==> config.mk <==
export PLATFORM = sky130hd
export DESIGN_NAME = bram_loader
export DESIGN_NICKNAME = d
export VERILOG_FILES = /design/src/rtl/bram_loader.sv
export SDC_FILE = /design/constraint.sdc
export NUM_CORES = 1
export LEC_CHECK = 0
export ABC_AREA = 1
export BUFFER_PORTS_ARGS = -buffer_cell sky130_fd_sc_hd__buf_2
export CAP_MARGIN = 20
export CORE_MARGIN = 5
export CORE_UTILIZATION = 49
export DETAILED_ROUTE_END_ITERATION = 8
export PLACE_DENSITY = 0.68
export SLEW_MARGIN = 20
export SYNTH_ARGS = -nofsm -noshare
export SYNTH_HDL_FRONTEND = slang
export SYNTH_SLANG_ARGS = --single-unit
==> constraint.sdc <==
create_clock -name clk -period 5.6 [get_ports clk]
set_input_delay 0.56 -clock clk [delete_from_list [all_inputs] [get_ports clk]]
set_output_delay 0.56 -clock clk [all_outputs]
set_load 0.01 [all_outputs]
==> src/rtl/bram_loader.sv <==
// Write-port controller for the dual-port block RAM: zero-fills the array
// or loads words assembled little-endian from an 8-bit valid/ready stream.
module bram_loader #(
    parameter int SIZE       = 512,
    parameter int ADDR_WIDTH = 9,
    parameter int DATA_WIDTH = 32
) (
    input  logic                  clk,
    input  logic                  reset,
    input  logic                  start_clear,
    input  logic                  start_load,
    input  logic [ADDR_WIDTH-1:0] load_base,
    input  logic [ADDR_WIDTH:0]   load_len,
    input  logic                  s_valid,
    input  logic [7:0]            s_data,
    output logic                  s_ready,
    output logic                  ena,
    output logic                  wea,
    output logic [ADDR_WIDTH-1:0] addra,
    output logic [DATA_WIDTH-1:0] dia,
    output logic                  busy,
    output logic                  done
);

    localparam int BYTES = DATA_WIDTH / 8;
    localparam int IDX_W = (BYTES > 1) ? $clog2(BYTES) : 1;
    localparam int LW    = ADDR_WIDTH + 1;

    localparam logic [ADDR_WIDTH-1:0] ADDR_LAST = ADDR_WIDTH'(SIZE - 1);
    localparam logic [IDX_W-1:0]      IDX_LAST  = IDX_W'(BYTES - 1);

    typedef enum logic [1:0] {
        IDLE,
        CLEAR,
        LOAD
    } state_t;

    state_t                  state_q, state_d;
    logic [ADDR_WIDTH-1:0]   addr_q, addr_d;
    logic [LW-1:0]           rem_q, rem_d;
    logic [IDX_W-1:0]        idx_q, idx_d;
    logic [DATA_WIDTH-1:0]   word_q, word_d;
    logic                    s_ready_q, s_ready_d;
    logic                    ena_q, ena_d;
    logic [ADDR_WIDTH-1:0]   addra_q, addra_d;
    logic [DATA_WIDTH-1:0]   dia_q, dia_d;
    logic                    busy_q, busy_d;
    logic                    done_q, done_d;
    logic [LW-1:0]           len_clamped;

    assign len_clamped = (load_len > LW'(SIZE)) ? LW'(SIZE) : load_len;

    assign s_ready = s_ready_q;
    assign ena     = ena_q;
    assign wea     = ena_q;
    assign addra   = addra_q;
    assign dia     = dia_q;
    assign busy    = busy_q;
    assign done    = done_q;

    always_comb begin
        state_d   = state_q;
        addr_d    = addr_q;
        rem_d     = rem_q;
        idx_d     = idx_q;
        word_d    = word_q;
        s_ready_d = 1'b0;
        ena_d     = 1'b0;
        addra_d   = addra_q;
        dia_d     = dia_q;
        busy_d    = busy_q;
        done_d    = 1'b0;

        unique case (state_q)
            IDLE: begin
                busy_d = 1'b0;
                if (start_clear) begin
                    state_d = CLEAR;
                    busy_d  = 1'b1;
                    ena_d   = 1'b1;
                    addra_d = '0;
                    dia_d   = '0;
                end else if (start_load) begin
                    idx_d  = '0;
                    addr_d = load_base;
                    rem_d  = len_clamped;
                    if (len_clamped == '0) begin
                        done_d = 1'b1;
                    end else begin
                        state_d   = LOAD;
                        busy_d    = 1'b1;
                        s_ready_d = 1'b1;
                    end
                end
            end
            CLEAR: begin
                // addra_q doubles as the clear counter
                if (addra_q == ADDR_LAST) begin
                    state_d = IDLE;
                    busy_d  = 1'b0;
                    done_d  = 1'b1;
                end else begin
                    ena_d   = 1'b1;
                    addra_d = addra_q + 1'b1;
                    dia_d   = '0;
                end
            end
            LOAD: begin
                if (rem_q == '0) begin
                    state_d = IDLE;
                    busy_d  = 1'b0;
                    done_d  = 1'b1;
                end else begin
                    s_ready_d = 1'b1;
                    if (s_valid && s_ready_q) begin
                        for (int b = 0; b < BYTES; b++) begin
                            if (idx_q == IDX_W'(b)) word_d[b*8 +: 8] = s_data;
                        end
                        idx_d = idx_q + 1'b1;
                        if (idx_q == IDX_LAST) begin
                            idx_d     = '0;
                            ena_d     = 1'b1;
                            addra_d   = addr_q;
                            dia_d     = word_d;
                            addr_d    = (addr_q == ADDR_LAST) ? '0 : addr_q + 1'b1;
                            rem_d     = rem_q - 1'b1;
                            s_ready_d = (rem_q != LW'(1));
                        end
                    end
                end
            end
            default: state_d = IDLE;
        endcase
    end

    always_ff @(posedge clk) begin
        if (reset) begin
            state_q   <= IDLE;
            addr_q    <= '0;
            rem_q     <= '0;
            idx_q     <= '0;
            word_q    <= '0;
            s_ready_q <= 1'b0;
            ena_q     <= 1'b0;
            addra_q   <= '0;
            dia_q     <= '0;
            busy_q    <= 1'b0;
            done_q    <= 1'b0;
        end else begin
            state_q   <= state_d;
            addr_q    <= addr_d;
            rem_q     <= rem_d;
            idx_q     <= idx_d;
            word_q    <= word_d;
            s_ready_q <= s_ready_d;
            ena_q     <= ena_d;
            addra_q   <= addra_d;
            dia_q     <= dia_d;
            busy_q    <= busy_d;
            done_q    <= done_d;
        end
    end

endmodule

==> results.json, run 1 <==
{
  "outcome": "completed",
  "die_h_microns": 113,
  "clk_latency_ns": 0.36,
  "cts_setup_buffers": 0,
  "gp_congestion": 0.816,
  "worstPathCellList": "inv_1, ha_2, buf_4, nor3_1, nor4_4, buf_4, nand2_2, a22oi_1, nor2_1",
  "fin_util": 0.555,
  "fin_setup_tns_ns": 0,
  "critPathLaunchType": "flop",
  "async_flop_share": 0,
  "hold_buffers": 0,
  "io_pins": 78,
  "cp_slowest_cell": "buf_4",
  "endpoint_kind": "flop",
  "ys_types": 36,
  "grt_pass1_vias": 4550,
  "layout-drive-gt1-share": 0.138,
  "critPathKind": "reg2reg",
  "cts_tree": "yes",
  "port_buffers": 77,
  "hold_viol": 0,
  "ys_ff_latch": 100,
  "arrival_ns": 3.42,
  "drt-pass1-iter-count": 7,
  "fillerInstances": 1008,
  "viasPerCell": 5.31,
  "rsz0062_at_grt": "false",
  "final_common_cell": "nand2_1",
  "antennaDiodeCount": 0,
  "vias": 5033,
  "fin_crit_sh": 0.570,
  "period_needed_ns": 3.19,
  "antenna_left": 0,
  "synth-main-ff-cell": "dfxtp_1",
  "min_path_type": "reg2reg",
  "slowest_delay_ns": 0.68,
  "hold_start": "word_q[26]",
  "cts_made_buffers": 9,
  "worstPathMaxFanout": 85,
  "core_area_sq_um": 10300,
  "p_leak_nw": 2.53,
  "cap_violations": 0,
  "root_buffer": "clkbuf_8",
  "yosys_warnings": 0,
  "synth_edf_count": 0,
  "avgRoutedWirePerCell_microns": 13.6,
  "num-nets-final": 853,
  "ctsResizeCount": 0,
  "maxSlewViolCount": 0,
  "setup-violations-final": 0,
  "ctsLongestPathBuffers": 2,
  "numClockSinks": 100,
  "syn_area_sq_um": 5160,
  "track_usage": 0.202,
  "ys_seq_area_frac": 0.388,
  "grt_first_pass_wirelength_mm": 21.8,
  "initial_core_util": 0.500,
  "grt_max_degree": 87,
  "synth_fp_nets": 811,
  "clock_skew_ns": 0.0120,
  "die_w_microns": 113,
  "antenna_found_initial": 0,
  "ys_top_cells_by_area": "dfxtp_1 39%, nand2_1 13%, a21oi_1 9.8%",
  "crit_required_ns": 5.83,
  "worst_r2r_startpoint": "state_q[0]",
  "fmax_mhz": 313,
  "ir_drop_mv": 0.164,
  "yosysTopAreaCell": "dfxtp_1",
  "crit_top_cell": "buf_4",
  "syn-instance-count": 765,
  "synthToLayoutAreaGrowth_pct": 11.0,
  "layout_common_cells": "174 x nand2_1, 101 x a21oi_1, 100 x dfxtp_1, 81 x inv_1, 77 x buf_2",
  "post-synth-top-area-fraction": 0.388,
  "avgSynthCellArea_sq_um": 6.75,
  "htreeDepth": 3,
  "power_density_nw_per_um2": 297,
  "worst_pin_slew_ns": 0.946,
  "grt_overflow": 0,
  "clkTransAtPathRegs_ns": 0.11,
  "cp-startpoint": "state_q[0]",
  "routed_wirelength_mm": 12.9,
  "drc_errors": 0,
  "drt-initial-drc-count": 508,
  "die_area_sq_um": 12700,
  "fp-row-count": 37,
  "hpwl_mm": 8.57,
  "slew_headroom": 0.368
}
-- layout make-up --
| type | count | area (sq um) | share of cell area |
|---|---|---|---|
| timing repair buffer | 80 | 408 | 0.0712 |
| sequential | 100 | 2000 | 0.349 |
| inverter | 86 | 323 | 0.0563 |
| clock inverter | 7 | 81.3 | 0.0142 |
| multi-input combinational | 530 | 2620 | 0.458 |
| clock buffer | 9 | 124 | 0.0216 |
| tap | 136 | 170 | 0.0297 |
-- routing by layer --
metal,track usage,part of all wire,up-vias
li1,-,-,2597
met1,0.289,0.48,2277
met2,0.320,0.46,148
met3,0.0361,0.057,11
met4,0.0433,0.0070,0
met5,0,0,-
-- metrics by stage --
stage / worst slack, ns / total power, mW / hold slack [ns] / std cells / instance area (sq um)
6_report: 2.41 / 1.70 / 0.464 / 948 / 5730
5_1_grt: 2.10 / 1.82 / 0.480 / 948 / 5730
4_1_cts: 2.26 / 1.71 / 0.464 / 948 / 5730
3_5_place_dp: 2.26 / 1.23 / 0.449 / 932 / 5520
3_3_place_gp: 2.43 / 1.23 / 0.444 / 932 / 5520
2_1_floorplan: 3.37 / 1.14 / 0.437 / 765 / 5160
-- where the power goes --
group,total [mW],switching (mW),internal (mW)
Sequential,0.774,0.0298,0.744
Combinational,0.446,0.326,0.120
Clock,0.482,0.268,0.214
-- sequential cells by signal, indices dropped and copies added, names as in the netlist --
| register | count |
|---|---|
| dia | 32 |
| word_q | 32 |
| rem_q | 10 |
| addr_q | 9 |
| addra | 9 |
| idx_q | 2 |
| state_q | 2 |
| busy | 1 |
| done | 1 |
| ena | 1 |
| s_ready | 1 |
-- final timing paths --
path / endpoint / slack, ns / depth (start not counted)
setup reg to reg: addra[5] / 2.41 / 9
hold / removal: word_q[26] / 0.46 / 2
hold reg to reg: word_q[26] / 0.46 / 2
setup / recovery: addra[5] / 2.41 / 9
-- logic make-up after synthesis --
| family | after synthesis | share of synthesized area |
|---|---|---|
| fa+ha+maj | 14 | 0.0339 |
| flops | 100 | 0.388 |
| xor+xnor | 8 | 0.0136 |
| buf+inv | 135 | 0.105 |
| simple gates | 327 | 0.279 |
| compound gates | 181 | 0.181 |
-- worst max-delay path, delay by kind of cell, from the launching register on --
| family | cells | cell delay [ns] |
|---|---|---|
| simple gates | 4 | 0.98 |
| flops | 1 | 0.36 |
| compound gates | 1 | 0.36 |
| fa+ha+maj | 1 | 0.18 |
| buf+inv | 3 | 1.15 |
-- Yosys cell counts, drive strengths merged (2+ instances only) --
library cell,number
a21oi,101
a22oi,2
buf,18
clkbuf,31
dfxtp,100
ha,14
inv,86
nand2,179
nand3,57
nand4,30
nor2,49
nor3,7
nor4,2
o21ai,69
o22ai,3
xnor2,2
xor2,6
(Power assumes the default switching activity.)
==> inputs of run 2 (changes only) <==
- ABC_AREA: 1 -> 0
- PLACE_DENSITY: 0.68 -> 0.71
- clock period: 5.6 -> 2.75 ns (I/O delays scaled with it)
==> run 2 against run 1 <==
Net effect:
- area after synthesis is 4.8% lower
- routed wire length is 6.5% lower
- combinational power is 49% higher
- hold slack worse by 0.25 ns
- critical path depth is 3 lower
- via count is 15% lower
- critical path type unchanged
==> results.json, run 2 <==
{
  "outcome": "completed",
  "yosysTopAreaCell": "dfxtp_1",
  "drc_errors": 0,
  "slowest_delay_ns": 0.54,
  "die_h_microns": 110,
  "synth_fp_nets": 611,
  "grt_pass1_vias": 4137,
  "path_delay_family": "compound AO/OA/AOI/OAI gates",
  "multiInputGateArea_sq_um": 2670,
  "clkTransAtPathRegs_ns": 0.10,
  "antenna_left": 0,
  "viasPerCell": 5.67,
  "track_usage": 0.205,
  "ir_drop_mv": 0.272,
  "avgRoutedWirePerCell_microns": 15.9,
  "ctsResizeCount": 0,
  "clk_latency_ns": 0.37,
  "vias": 4301,
  "io_pins": 78,
  "synthToLayoutAreaGrowth_pct": 13.7,
  "fp-row-count": 36,
  "antenna_found_initial": 0,
  "cap_violations": 0,
  "layout_common_cells": "100 x dfxtp_1, 77 x buf_2, 62 x mux2i_1, 61 x nand2_1, 61 x nor2_1",
  "arrival_ns": 2.75,
  "setup-violations-final": 0,
  "maxSlewViolCount": 0,
  "cts_made_buffers": 9,
  "cts_tree": "yes",
  "cts_setup_buffers": 0,
  "syn_area_sq_um": 4920,
  "routed_wirelength_mm": 12.0,
  "yosys_warnings": 0,
  "hpwl_mm": 8.65,
  "rsz0062_at_grt": "false",
  "async_flop_share": 0,
  "root_buffer": "clkbuf_8",
  "slew_headroom": 0.611,
  "ctsLongestPathBuffers": 2,
  "grt_max_degree": 66,
  "cp_slowest_cell": "nand3_1",
  "initial_core_util": 0.503,
  "worst_pin_slew_ns": 0.581,
  "wl_met1_mm": 5.23,
  "synth_edf_count": 0,
  "port_buffers": 77,
  "critPathKind": "reg2reg",
  "layout-drive-gt1-share": 0.197,
  "finalInstanceArea_sq_um": 5590,
  "worstPathMaxFanout": 31,
  "grt_first_pass_wirelength_mm": 19.9,
  "hold_buffers": 0,
  "hold-worst-slack_ns": 0.213,
  "wl_met3_microns": 651,
  "num-nets-final": 666,
  "drt-pass1-iter-count": 4,
  "fillerInstances": 917,
  "syn-instance-count": 565,
  "power_density_nw_per_um2": 578,
  "ys_seq_area_frac": 0.407,
  "min_path_type": "in2reg",
  "yosysMostFrequentCell": "dfxtp_1",
  "post-synth-top-area-fraction": 0.407,
  "final_common_cell": "dfxtp_1",
  "placed_cells": 742,
  "antennaDiodeCount": 0,
  "grt_overflow": 0,
  "top_layer": "met4",
  "crit_required_ns": 3.02,
  "gp_congestion": 0.924,
  "fin_crit_sh": 0.903,
  "fin_setup_tns_ns": 0,
  "synth_common_cells": "100 x dfxtp_1, 62 x mux2i_1, 61 x nand2_1, 61 x nor2_1, 30 x a21oi_1",
  "core_area_sq_um": 9770,
  "ys_top_cells_by_area": "dfxtp_1 41%, mux2i_1 13%, nand2_1 4.7%",
  "htreeDepth": 3,
  "critPathLaunchType": "flop",
  "layout.cells.non_filler": 758,
  "p_leak_nw": 2.20,
  "area.sequential_sq_um": 2000,
  "hold_viol": 0,
  "die_w_microns": 110,
  "drt-initial-drc-count": 337,
  "ys_ff_latch": 100,
  "dr_wl_met2_mm": 5.95,
  "die_area_sq_um": 12100,
  "period_needed_ns": 2.48,
  "numClockSinks": 100,
  "total_power_mw": 3.23,
  "avgSynthCellArea_sq_um": 8.70,
  "worstPathCellList": "inv_1, ha_1, buf_4, a41oi_1, nand3_1, o31ai_1",
  "ys_types": 59,
  "critPathBufInv": 2,
  "fmax_mhz": 403,
  "endpoint_kind": "flop",
  "synth-main-ff-cell": "dfxtp_1",
  "clock_skew_ns": 0.0141,
  "dpl_cell_area_sq_um": 5370
}
## run 2: cell count changes after synthesis, sizes merged, moves of 30 or more
cell | previous run | this run
a21oi | 101 | 30
mux2i | 0 | 62
nand3 | 57 | 27
nand4 | 30 | 0
nand2 | 179 | 61
inv | 86 | 14
## run 2: routing by layer
layer,vias up,track usage
met5,-,0
met1,2058,0.253
met4,0,0.0677
met3,19,0.0320
li1,2104,-
met2,120,0.365
## run 2: kinds of logic (layout without fill, tap and decap cells)
kind of cell | Yosys count | after routing | share of synthesized area
flip-flops | 100 | 100 | 0.407
buffers and inverters | 56 | 116 | 0.0501
multiplexers | 66 | 66 | 0.135
AO/OA/AOI/OAI | 125 | 125 | 0.172
adder cells (fa/ha/maj) | 14 | 14 | 0.0356
AND/OR/NAND/NOR | 197 | 197 | 0.188
XOR/XNOR | 7 | 7 | 0.0125
## run 2: cell type report
| cell class | instances | area share |
|---|---|---|
| multi-input cells | 409 | 0.478 |
| flip-flops and latches | 100 | 0.358 |
| repair buffers | 86 | 0.0855 |
| well taps | 133 | 0.0298 |
| clock buffers | 10 | 0.0246 |
| clock inverters | 6 | 0.0141 |
| inverters | 14 | 0.00940 |
## run 2: power breakdown
| part | internal [mW] | switching [mW] | leakage (nW) |
|---|---|---|---|
| Sequential | 1.50 | 0.0572 | 0.808 |
| Clock | 0.465 | 0.552 | 0.111 |
| Combinational | 0.223 | 0.439 | 1.28 |
| Total | 2.18 | 1.05 | 2.20 |
## run 2: worst min-delay path, delay by kind of cell
family          cells  cell delay (ns)
compound gates      1             0.09
buf+inv             1             0.10
simple gates        1             0.07
## run 2: final timing paths
kind                             endpoint  slack, ns    startpoint  cells after the start
worst min-delay path            addr_q[6]       0.21  load_base[6]                      3
worst max register to register   addra[5]       0.27    state_q[0]                      6
worst min register to register    dia[14]       0.45       dia[14]                      2
worst max-delay path             addra[5]       0.27    state_q[0]                      6
## run 2: stage by stage
| step | worst slack, ns | utilization |
|---|---|---|
| 4_1_cts | 0.286 | 0.572 |
| 5_1_grt | 0.142 | 0.572 |
| 3_3_place_gp | 0.406 | 0.550 |
| 2_1_floorplan | 0.790 | - |
| 3_5_place_dp | 0.357 | 0.550 |
| 6_report | 0.267 | 0.572 |
==> inputs of run 3 (changes only) <==
- PLACE_DENSITY: 0.71 -> 0.8
==> run 3 against run 2 <==
Net effect:
- critical path depth up 1
- fmax up 2.1%
- core utilization down 0.23 points
- first-iteration DRC count down 36%
- clock-buffer cell count down 1
- register-to-register slack better by 0.05 ns
- combinational power down 0.9%
- sequential power about the same
- die area unchanged
- clock skew up 0.0012 ns
- via count up 0.30%
- routed wire length down 0.22%
==> results.json, run 3 (same netlist as run 2, synthesis figures left out) <==
{
  "outcome": "completed",
  "clk_latency_ns": 0.37,
  "track_usage": 0.204,
  "placed_cells": 744,
  "fin_setup_tns_ns": 0,
  "die_area_sq_um": 12100,
  "multiInputGateArea_sq_um": 2670,
  "endpoint_kind": "flop",
  "ctsResizeCount": 0,
  "setup-violations-final": 0,
  "slew_headroom": 0.606,
  "clock_skew_ns": 0.0154,
  "routed_wirelength_mm": 12.0,
  "gp_congestion": 0.907,
  "area.sequential_sq_um": 2000,
  "root_buffer": "clkbuf_8",
  "antenna_found_initial": 1,
  "hold_buffers": 0,
  "vias": 4314,
  "grt_max_degree": 38,
  "setup_slack_ns": 0.319,
  "drt-initial-drc-count": 217,
  "num-nets-final": 668,
  "avgRoutedWirePerCell_microns": 15.8,
  "power_density_nw_per_um2": 563,
  "ctsLongestPathBuffers": 2,
  "die_w_microns": 110,
  "arrival_ns": 2.69,
  "layout.cells.non_filler": 760,
  "viasPerCell": 5.68,
  "numClockSinks": 100,
  "worst_r2r_startpoint": "rem_q[0]",
  "antennaDiodeCount": 0,
  "final_common_cell": "dfxtp_1",
  "layout-drive-gt1-share": 0.199,
  "ir_drop_mv": 0.338,
  "rsz0062_at_grt": "false",
  "hold_viol": 0,
  "io_pins": 78,
  "die_h_microns": 110,
  "synthToLayoutAreaGrowth_pct": 13.2,
  "ff2ff_setup_slack_ns": 0.32,
  "critPathLaunchType": "flop",
  "drc_errors": 0,
  "min_path_type": "in2reg",
  "fin_crit_sh": 0.884,
  "r2r-end": "word_q[18]",
  "htreeDepth": 3,
  "fillerInstances": 880,
  "port_buffers": 77,
  "critPathKind": "reg2reg",
  "hpwl_mm": 8.69,
  "clkTransAtPathRegs_ns": 0.11,
  "antenna_left": 0,
  "crit_required_ns": 3.01,
  "core_area_sq_um": 9770,
  "worst_pin_slew_ns": 0.589,
  "ff2ff_path_depth": 7,
  "drt-pass1-iter-count": 5,
  "cts_setup_buffers": 0,
  "fmax_mhz": 411,
  "period_needed_ns": 2.43,
  "initial_core_util": 0.503,
  "grt_overflow": 0,
  "cp-startpoint": "rem_q[0]",
  "p_leak_nw": 2.19,
  "cap_violations": 0,
  "cts_made_buffers": 9,
  "fp-row-count": 36,
  "cts_tree": "yes",
  "dp_slack_ns": 0.354,
  "layout_common_cells": "100 x dfxtp_1, 77 x buf_2, 62 x mux2i_1, 61 x nand2_1, 61 x nor2_1",
  "maxSlewViolCount": 0,
  "grt_first_pass_wirelength_mm": 19.9,
  "grt_pass1_vias": 4226,
  "worstSetupEndpoint": "word_q[18]",
  "total_power_mw": 3.13,
  "worstPathMaxFanout": 8
}
==> run 3: changes by cell type in the layout (fill, tap and decap cells not counted), sizes merged <==
cell	change
buf	+2
clkbuf	-1
inv	-1
clkinvlp	+1
bufinv	-1
clkinv	+2
==> run 3: worst min path at each step <==
| stage | cells after the start | start | end | slack [ns] |
|---|---|---|---|---|
| 5_1_grt | 3 | load_base[6] | addr_q[6] | 0.23 |
| 3_5_place_dp | 2 | dia[6] | dia[6] | 0.44 |
| 2_1_floorplan | 2 | start_clear | state_q[0] | 0.43 |
| 3_3_place_gp | 2 | dia[16] | dia[16] | 0.43 |
| 4_1_cts | 3 | load_base[6] | addr_q[6] | 0.20 |
| 6_report | 3 | load_base[6] | addr_q[6] | 0.21 |
==> run 3: critical path, cell delays in order (launching register included) <==
cell and delay [ns]:
dfxtp_1 0.44, inv_1 0.07, ha_1 0.25, nor4b_4 0.17, a311oi_2 0.54, and2_1 0.52
mux2i_1 0.27, nor2_1 0.06
==> run 3: per-stage QoR <==
step / cell area [sq um] / hold WS [ns] / utilization
after global routing: 5570 / 0.227 / 0.570
after global placement: 5360 / 0.432 / 0.549
after CTS: 5570 / 0.196 / 0.570
after detailed placement: 5360 / 0.437 / 0.549
final: 5570 / 0.214 / 0.570
after floorplan: 4920 / 0.427 / -
==> run 3: routing by layer <==
layer / vias up / wire (microns) / global-route usage
met1: 2035 / 5080 / 0.253
li1: 2116 / - / -
met4: 2 / 146 / 0.0484
met2: 144 / 5940 / 0.358
met3: 17 / 834 / 0.0460
met5: - / 13 / 0
==> run 3: layout make-up <==
| cell class | instances | area share |
|---|---|---|
| clock buffer | 9 | 0.0223 |
| clock inverter | 7 | 0.0144 |
| inverter | 14 | 0.00944 |
| multi-input combinational | 409 | 0.480 |
| sequential | 100 | 0.360 |
| tap | 133 | 0.0299 |
| timing repair buffer | 88 | 0.0841 |
==> run 3: power breakdown <==
part           switching [mW]  total [mW]  internal, mW
clock network           0.566       0.926         0.360
logic                   0.438       0.657         0.219
registers              0.0561        1.55          1.50
